`config.mk`:
```
export PLATFORM = sky130hd
export DESIGN_NAME = sram_array_26_ctrl
export DESIGN_NICKNAME = d
export VERILOG_FILES = /design/src/rtl/sram_array_26_pkg.sv /design/src/rtl/sram_array_26_resp_fifo.sv /design/src/rtl/sram_array_26_ctrl.sv
export SDC_FILE = /design/constraint.sdc
export NUM_CORES = 1
export LEC_CHECK = 0
export ABC_AREA = 0
export CAP_MARGIN = 20
export CORE_UTILIZATION = 41
export CTS_BUF_LIST = sky130_fd_sc_hd__clkbuf_16
export DETAILED_ROUTE_END_ITERATION = 10
export PLACE_DENSITY = 0.83
export SYNTH_ARGS = -nofsm -noshare
export SYNTH_HDL_FRONTEND = slang
export SYNTH_SLANG_ARGS = --single-unit
```
`constraint.sdc`:
```
create_clock -name clock -period 19.3 [get_ports clock]
set_input_delay 5.79 -clock clock [delete_from_list [all_inputs] [get_ports clock]]
set_output_delay 5.79 -clock clock [all_outputs]
set_load 0.1 [all_outputs]
```
`src/rtl/sram_array_26_pkg.sv`:
```
// Shared constants and FSM state encoding for the array_26 request controller.
package sram_array_26_pkg;

    localparam int unsigned ADDR_W = 13;
    localparam int unsigned DEPTH  = 8192;
    localparam int unsigned DATA_W = 42;
    localparam int unsigned MASK_W = 6;
    localparam int unsigned GRAN_W = 7;

    // Controller FSM: zero-fill sweep, then normal arbitration.
    typedef logic [0:0] state_t;
    localparam state_t StInit = 1'b0;
    localparam state_t StRun  = 1'b1;

endpackage

```
`src/rtl/sram_array_26_resp_fifo.sv`:
```
// Two-entry response FIFO holding SRAM read data until the consumer takes it.
module sram_array_26_resp_fifo #(
    parameter int unsigned Width = 42
) (
    input  logic             clock_i,
    input  logic             reset_i,
    input  logic             push_i,
    input  logic [Width-1:0] push_data_i,
    input  logic             pop_i,
    output logic [1:0]       count_o,
    output logic [Width-1:0] head_o
);

    logic [Width-1:0] mem_q [2];
    logic [Width-1:0] mem_d [2];
    logic             rd_ptr_q, rd_ptr_d;
    logic             wr_ptr_q, wr_ptr_d;
    logic [1:0]       count_q, count_d;
    logic             do_push, do_pop;

    // Pointer/occupancy update; a push into a full FIFO is only honoured alongside a pop.
    always_comb begin
        do_pop   = pop_i && (count_q != 2'd0);
        do_push  = push_i && ((count_q != 2'd2) || do_pop);
        mem_d    = mem_q;
        rd_ptr_d = rd_ptr_q;
        wr_ptr_d = wr_ptr_q;
        if (do_push) begin
            mem_d[wr_ptr_q] = push_data_i;
            wr_ptr_d        = ~wr_ptr_q;
        end
        if (do_pop) begin
            rd_ptr_d = ~rd_ptr_q;
        end
        count_d = count_q + 2'(do_push) - 2'(do_pop);
    end

    // State registers; storage needs no reset because count gates visibility.
    always_ff @(posedge clock_i) begin
        if (reset_i) begin
            rd_ptr_q <= 1'b0;
            wr_ptr_q <= 1'b0;
            count_q  <= 2'd0;
        end else begin
            rd_ptr_q <= rd_ptr_d;
            wr_ptr_q <= wr_ptr_d;
            count_q  <= count_d;
            mem_q    <= mem_d;
        end
    end

    // Head is the oldest entry; meaningless while count is zero.
    always_comb begin
        count_o = count_q;
        head_o  = mem_q[rd_ptr_q];
    end

endmodule

```
`src/rtl/sram_array_26_ctrl.sv`:
```
// Request-side controller for the 8192x42 masked single-port SRAM: zero-fill after reset,
// read/write arbitration onto the RW port, and a backpressured read response queue.
module sram_array_26_ctrl
    import sram_array_26_pkg::*;
#(
    parameter int unsigned ADDR_W        = sram_array_26_pkg::ADDR_W,
    parameter int unsigned DEPTH         = sram_array_26_pkg::DEPTH,
    parameter int unsigned DATA_W        = sram_array_26_pkg::DATA_W,
    parameter int unsigned MASK_W        = sram_array_26_pkg::MASK_W,
    parameter bit          INIT_ON_RESET = 1'b1
) (
    input  logic              clock,
    input  logic              reset,
    input  logic              rd_req_valid,
    output logic              rd_req_ready,
    input  logic [ADDR_W-1:0] rd_req_addr,
    output logic              rd_resp_valid,
    input  logic              rd_resp_ready,
    output logic [DATA_W-1:0] rd_resp_data,
    input  logic              wr_req_valid,
    output logic              wr_req_ready,
    input  logic [ADDR_W-1:0] wr_req_addr,
    input  logic [DATA_W-1:0] wr_req_data,
    input  logic [MASK_W-1:0] wr_req_mask,
    output logic              init_done,
    output logic [ADDR_W-1:0] sram_addr,
    output logic              sram_en,
    output logic              sram_wmode,
    output logic [MASK_W-1:0] sram_wmask,
    output logic [DATA_W-1:0] sram_wdata,
    input  logic [DATA_W-1:0] sram_rdata
);

    state_t            state_q, state_d;
    logic [ADDR_W-1:0] init_cnt_q, init_cnt_d;
    logic              p1_q, p1_d;
    logic              rd_won_last_q, rd_won_last_d;

    logic [1:0]        q_count;
    logic [DATA_W-1:0] q_head;
    logic              pop;
    logic [2:0]        rd_occ;
    logic              rd_elig;
    logic              in_run;
    logic              rd_cand, wr_cand;
    logic              gnt_rd, gnt_wr;

    // Read data arrives the cycle after issue and is captured here unconditionally;
    // the eligibility rule below guarantees there is always room for it.
    sram_array_26_resp_fifo #(
        .Width(DATA_W)
    ) u_resp_fifo (
        .clock_i    (clock),
        .reset_i    (reset),
        .push_i     (p1_q),
        .push_data_i(sram_rdata),
        .pop_i      (pop),
        .count_o    (q_count),
        .head_o     (q_head)
    );

    // Response side: visible head of the queue, suppressed while reset is held.
    always_comb begin
        rd_resp_valid = (q_count != 2'd0) && !reset;
        rd_resp_data  = q_head;
        pop           = rd_resp_valid && rd_resp_ready;
        init_done     = (state_q == StRun) && !reset;
    end

    // Arbitration: a read may issue only if queued + in-flight responses stay below two
    // after this cycle's pop; conflicts alternate, starting with the write after reset.
    always_comb begin
        rd_occ  = {1'b0, q_count} + {2'b00, p1_q} - {2'b00, pop};
        rd_elig = rd_occ < 3'd2;
        in_run  = (state_q == StRun) && !reset;
        rd_cand = in_run && rd_req_valid && rd_elig;
        wr_cand = in_run && wr_req_valid;
        gnt_rd  = rd_cand && !(wr_cand && rd_won_last_q);
        gnt_wr  = wr_cand && !(rd_cand && !rd_won_last_q);
        rd_req_ready = gnt_rd;
        wr_req_ready = gnt_wr;
    end

    // SRAM port drive: zero-fill writes during the sweep, otherwise this cycle's grant.
    always_comb begin
        sram_en    = 1'b0;
        sram_wmode = 1'b0;
        sram_wmask = '0;
        sram_wdata = '0;
        sram_addr  = '0;
        if (!reset) begin
            if (state_q == StInit) begin
                sram_en    = 1'b1;
                sram_wmode = 1'b1;
                sram_wmask = '1;
                sram_wdata = '0;
                sram_addr  = init_cnt_q;
            end else begin
                sram_en    = gnt_rd || gnt_wr;
                sram_wmode = gnt_wr;
                sram_wmask = gnt_wr ? wr_req_mask : '0;
                sram_wdata = gnt_wr ? wr_req_data : '0;
                sram_addr  = gnt_wr ? wr_req_addr : rd_req_addr;
            end
        end
    end

    // Next-state: sweep counter, FSM transition, in-flight flag and fairness bit.
    always_comb begin
        state_d       = state_q;
        init_cnt_d    = init_cnt_q;
        p1_d          = gnt_rd;
        rd_won_last_d = rd_won_last_q;
        if (state_q == StInit) begin
            init_cnt_d = init_cnt_q + 1'b1;
            if (init_cnt_q == ADDR_W'(DEPTH - 1)) begin
                state_d = StRun;
            end
        end
        if (rd_cand && wr_cand) begin
            rd_won_last_d = gnt_rd;
        end
    end

    // Controller state registers with synchronous reset.
    always_ff @(posedge clock) begin
        if (reset) begin
            state_q       <= INIT_ON_RESET ? StInit : StRun;
            init_cnt_q    <= '0;
            p1_q          <= 1'b0;
            rd_won_last_q <= 1'b1;
        end else begin
            state_q       <= state_d;
            init_cnt_q    <= init_cnt_d;
            p1_q          <= p1_d;
            rd_won_last_q <= rd_won_last_d;
        end
    end

endmodule

```
Word level (Yosys, flattened, before mapping)
Cells that the tools add are included.

operators by class
  bitwise logic cells = 5
  reductions and logical operators = 22
  add/sub/neg operators = 5
  mux-type cells = 21
  equality and inequality tests = 2
  $lt $le $gt $ge = 4

operators by type and width
  kind                                                        count
  2-to-1 mux 42 bit                                           7
  bitwise mux 84 bit                                          1
  demux 42 bit (select 1 bit)                                 1
  2-to-1 mux 13 bit                                           3
  2-to-1 mux 6 bit                                            3
  logical AND 1 bit                                           14
  adder 13 x 1 -> 13 bit, second input constant               1
  equality test 13 bit, second input constant                 1
  2-to-1 mux 1 bit                                            6
  >= comparator 2 bit, second input constant                  2
  logical NOT 1 bit                                           4
  inverter 1 -> 2 bit                                         2
  adder 2 x 1 -> 3 bit                                        1
  less-than comparator 3 x 2 -> 1 bit, second input constant  1
  inverter 1 bit                                              3
  subtractor 3 x 1 -> 3 bit                                   1
  adder 2 x 1 -> 2 bit                                        1
  logical OR 1 bit                                            2
  less-than comparator 2 x 1 -> 1 bit, second input constant  1
  != test 2 bit, second input constant                        1
  AND reduction 2 bit                                         1
  nonzero test 2 bit                                          1
  subtractor 2 x 1 -> 2 bit                                   1

word-level totals
  input port bits = 121
  register bits = 104

Longest topological paths before layout
  depth in word-level cells = 12
  depth in mapped cells = 11
  depth with buffers taken out = 9

Hierarchy
From an unflattened synthesis, not the netlist that was laid out.

second synthesis, totals
  cell total of the unflattened synthesis = 372
  area, all modules = 4928.5 sq um

by module, submodules not included
  module                   cells each  area each (sq um)  times used  seq. area each (sq um)
  sram_array_26_resp_fifo  152         3246.9             1           2602.5
  sram_array_26_ctrl       220         1681.6             1           320.3

Worst setup path before layout
No wires, ideal clock.

  path type = in2out
  start = input port reset
  end = output port sram_addr[10]
  stages = 11
  data arrival time = 10.394 ns
  setup slack = 3.116 ns
  path buffers = 3
  path through = clkbuf_1 > clkbuf_1 > nor3b_1 > ha_1 > nand2b_1 > fa_1 > nand3b_1 > o21ai_2 > buf_2 > nand2_1 > a311oi_1

between the ends
  word-level cells in the longest chain between the ends = 12
  elaborated cells on any way between the ends = 15
  classes of those cells = add/sub: 1; order compare: 1; mux: 3; reduce/logical: 10

RTL lines
  item                                 RTL line                   source
  start, declared                      sram_array_26_ctrl.sv:13   input logic reset,
  logical NOT 1 bit                    -
  logical AND 1 bit                    sram_array_26_ctrl.sv:64   rd_resp_valid = (q_count != 2'd0) && !reset;
  logical AND 1 bit                    sram_array_26_ctrl.sv:66   pop = rd_resp_valid && rd_resp_ready;
  subtractor 3 x 1 -> 3 bit            sram_array_26_ctrl.sv:73   rd_occ = {1'b0, q_count} + {2'b00, p1_q} - {2'b00, pop};
  less-than comparator 3 x 2 -> 1 bit  sram_array_26_ctrl.sv:74   rd_elig = rd_occ < 3'd2;
  logical AND 1 bit                    sram_array_26_ctrl.sv:76   rd_cand = in_run && rd_req_valid && rd_elig;
  logical AND 1 bit                    sram_array_26_ctrl.sv:79   gnt_wr = wr_cand && !(rd_cand && !rd_won_last_q);
  logical NOT 1 bit                    sram_array_26_ctrl.sv:79
  logical AND 1 bit                    sram_array_26_ctrl.sv:79
  2-to-1 mux 13 bit                    sram_array_26_ctrl.sv:103  sram_addr = gnt_wr ? wr_req_addr : rd_req_addr;
  2-to-1 mux 13 bit                    sram_array_26_ctrl.sv:92   if (state_q == StInit) begin
  2-to-1 mux 13 bit (*)                sram_array_26_ctrl.sv:91   if (!reset) begin
  end, declared                        sram_array_26_ctrl.sv:26   output logic [ADDR_W-1:0] sram_addr,

Mark *: on every way between the ends. The rest lies on a longest branch, timed or not.

Final worst setup path
  start = input port reset
  end = output port sram_addr[0]

The elaborated chain is that of the path after synthesis.

==> flow_metrics.py <==
metrics = {
    "run_status": {
        "status": "completed",
    },
    "final_layout": {
        "register_area_mm2": 0.00292,
        "multiInputGateArea_mm2": 0.00167,
        "synthToLayoutAreaGrowth_pct": 56.5,
        "fin_nets": 715,
        "drive_above_1_share": 0.111,
        "fill_cells": 860,
        "antenna_cells": 0,
        "stdcell_count": 733,
        "final_cell_area_mm2": 0.00737,
    },
    "yosys": {
        "synth.area.top_cells": "edfxtp_1 54%, mux2_2 10%, dfxtp_1 8.5%, and3_1 5.8%, nand2_1 2.9%",
        "synthesis.area_mm2": 0.00471,
        "synthTopCellsByCount": "84 x edfxtp_1, 44 x and3_1, 42 x mux2_2",
        "synth.avg_cell_area_um2": 12.7,
        "yosysWarnings": 0,
        "synthFlopType": "edfxtp_1",
        "synthArstFlopShare": 0,
        "synth_largest_area_cell": "edfxtp_1",
        "synth.distinct_cells": 39,
        "yosysMostFrequentCell": "edfxtp_1",
        "yosysTopAreaCellShare": 0.535,
        "synth_edf_count": 84,
        "ys_seq_elements": 104,
        "synth_fp_nets": 497,
        "netlist_instances": 371,
        "yosysSeqAreaShare": 0.620,
    },
    "placed_design": {
        "dp_slack_ps": 3380,
        "post_dp_cell_area_mm2": 0.00711,
        "dpl.cell_count": 718,
        "io_buffers": 229,
        "dp_hpwl_um": 9790,
        "gp_congestion": 0.919,
    },
    "timing": {
        "setup_viol": 0,
        "min_period_ps": 15970,
        "worst_slack_ps": 3330,
        "tightest_slew_ps": 1040,
        "finClkSkew_ps": 7.16,
        "maxSlewHeadroom": 0.305,
        "clock.fmax_ghz": 0.0626,
        "finalHoldViolations": 0,
        "final.setup.tns_ps": 0,
        "final_max_slew_viol_count": 0,
        "rsz0062_at_grt": "false",
        "finalCritPeriodShare": 0.828,
    },
    "routing": {
        "route.detailed.drc": 0,
        "wire_per_inst_um": 18.4,
        "ant_nets": 0,
        "totalWireLength_um": 13500,
        "via_count": 3814,
        "drtIter0Drc": 139,
        "drtPass1Iterations": 4,
        "viasPerCell": 5.20,
    },
    "die": {
        "die_area_mm2": 0.0119,
        "fp.dieW_um": 109,
        "initial_core_util": 0.427,
        "pin_count": 230,
        "core_mm2": 0.0110,
        "die_h_um": 109,
        "rows": 38,
    },
    "setup_path": {
        "path_max_fanout": 47,
        "worstPathCellList": "clkdlybuf4s50_1, buf_4, nor3b_1, ha_1, nand2b_1, fa_1, nand3b_1, o21ai_2, nand2_1, a311oi_1, clkdlybuf4s50_1",
        "crit_top_cell": "clkdlybuf4s50_1",
        "end_kind": "output port",
        "start_kind": "input pin",
        "crit_type": "input pin to output port",
        "cp_top_family": "buffers and inverters",
        "cp_num_buf_inv": 3,
        "worstPathArrival_ps": 10180,
        "critPathMaxStageDelay_ps": 1200,
        "required_ps": 13510,
        "regToRegSetupSlack_ps": 16800,
        "cpMaxStageDelayCell": "clkdlybuf4s50_1",
    },
    "grt": {
        "grt_antenna_before_repair": 0,
        "grt_use_total": 0.227,
        "overflow": 0,
        "grt_use_met1": 0.261,
        "grt_pass1_vias": 3867,
        "grt_pass1_wl_um": 20200,
        "use_met2": 0.374,
        "grt-busiest-layer": "met2",
        "grt_util_met3": 0.0903,
        "grt_max_degree": 62,
    },
    "cts": {
        "clk_root_buffer_cell": "clkbuf_16",
        "post-cts-setup-buffer-count": 0,
        "cts_tree": "built",
        "h-tree-depth": 3,
        "insertion_delay_ps": 340,
        "holdBufCountCts": 0,
        "clk_path_buf_depth": 2,
        "clk_pin_slew_ps": 60,
        "cts.sinks": 104,
        "cts.repair.resized": 0,
        "numCtsBuffers": 9,
    },
    "min_path": {
        "hold_class": "flop to flop",
    },
    "pwr": {
        "p_per_area_mw_per_mm2": 60.9,
        "power_mw": 0.449,
        "vdd_drop_max_mv": 0.0543,
        "leakage_nw": 2.66,
    },
    "job": {
        "maxCapViolCount": 0,
    },
}
[where the power goes]
group / internal, mW / switching (mW)
Sequential: 0.242 / 0.000707
Combinational: 0.0256 / 0.0213
Clock: 0.0861 / 0.0729
Total: 0.354 / 0.0950
[worst reg2reg max path, stage by stage, from the launching register on]
cell and delay [ps]:
dfxtp_1 500, nor2_1 130, nor3b_1 210, ha_1 250
nand2b_1 150, fa_1 410, xor2_2 190, or2_2 330
a211oi_1 240
[logic make-up (layout without fill, tap and decap cells)]
family                     Yosys count  in the layout  synth area share
buffers and inverters               30            252            0.0287
adders and majority gates            5              5            0.0149
and+or+nand+nor                    144            144             0.155
AOI/OAI and AO/OA                   28             28            0.0449
muxes                               43             43             0.103
DFF                                104            104             0.620
xor gates and xnor gates            17             17            0.0332
[placed cells by master, fill, tap and decap left out, types with 4 or more instances in the layout]
master,instances
dfxtp_1,19
clkdlybuf4s50_1,229
nand3_1,6
nor2_1,34
buf_4,4
nand2_1,36
nand2b_1,4
xnor2_1,9
clkbuf_16,9
ha_1,4
a21oi_1,8
a311oi_1,13
inv_1,5
edfxtp_1,84
mux2_2,42
xor2_1,7
and3_1,44
[metrics by stage]
step                hold WS [ps]   util
floorplan                    470      -
global placement             510  0.645
detailed placement           540  0.645
CTS                          536  0.668
global route                 577  0.668
finish                       542  0.668
[metal layers]
metal,up-vias,wire (µm)
met5,-,0
met4,0,434
met3,23,1430
met2,193,6440
met1,1801,5210
li1,1797,-
[final timing paths]
path,start,end,cells past startpoint
setup / recovery,reset,sram_addr[0],11
hold / removal,rd_won_last_q,p1_q,1
hold reg to reg,rd_won_last_q,p1_q,1
setup reg to reg,u_resp_fifo.count_o[1],p1_q,8
[state kept, by name, indices dropped and copies added, names as in the netlist]
signal / flops
init_cnt_q: 13
p1_q: 1
rd_won_last_q: 1
state_q: 1
u_resp_fifo.count_o: 2
u_resp_fifo.mem_q: 84
u_resp_fifo.rd_ptr_q: 1
u_resp_fifo.wr_ptr_q: 1
[layout make-up]
cell class	count	share of cell area
Clock buffer	9	0.0305
Multi-Input combinational cell	237	0.227
Inverter	4	0.00204
Tap cell	140	0.0238
Clock inverter	6	0.00509
Timing Repair Buffer	233	0.315
Sequential cell	104	0.397
(Power assumes the default switching activity.)
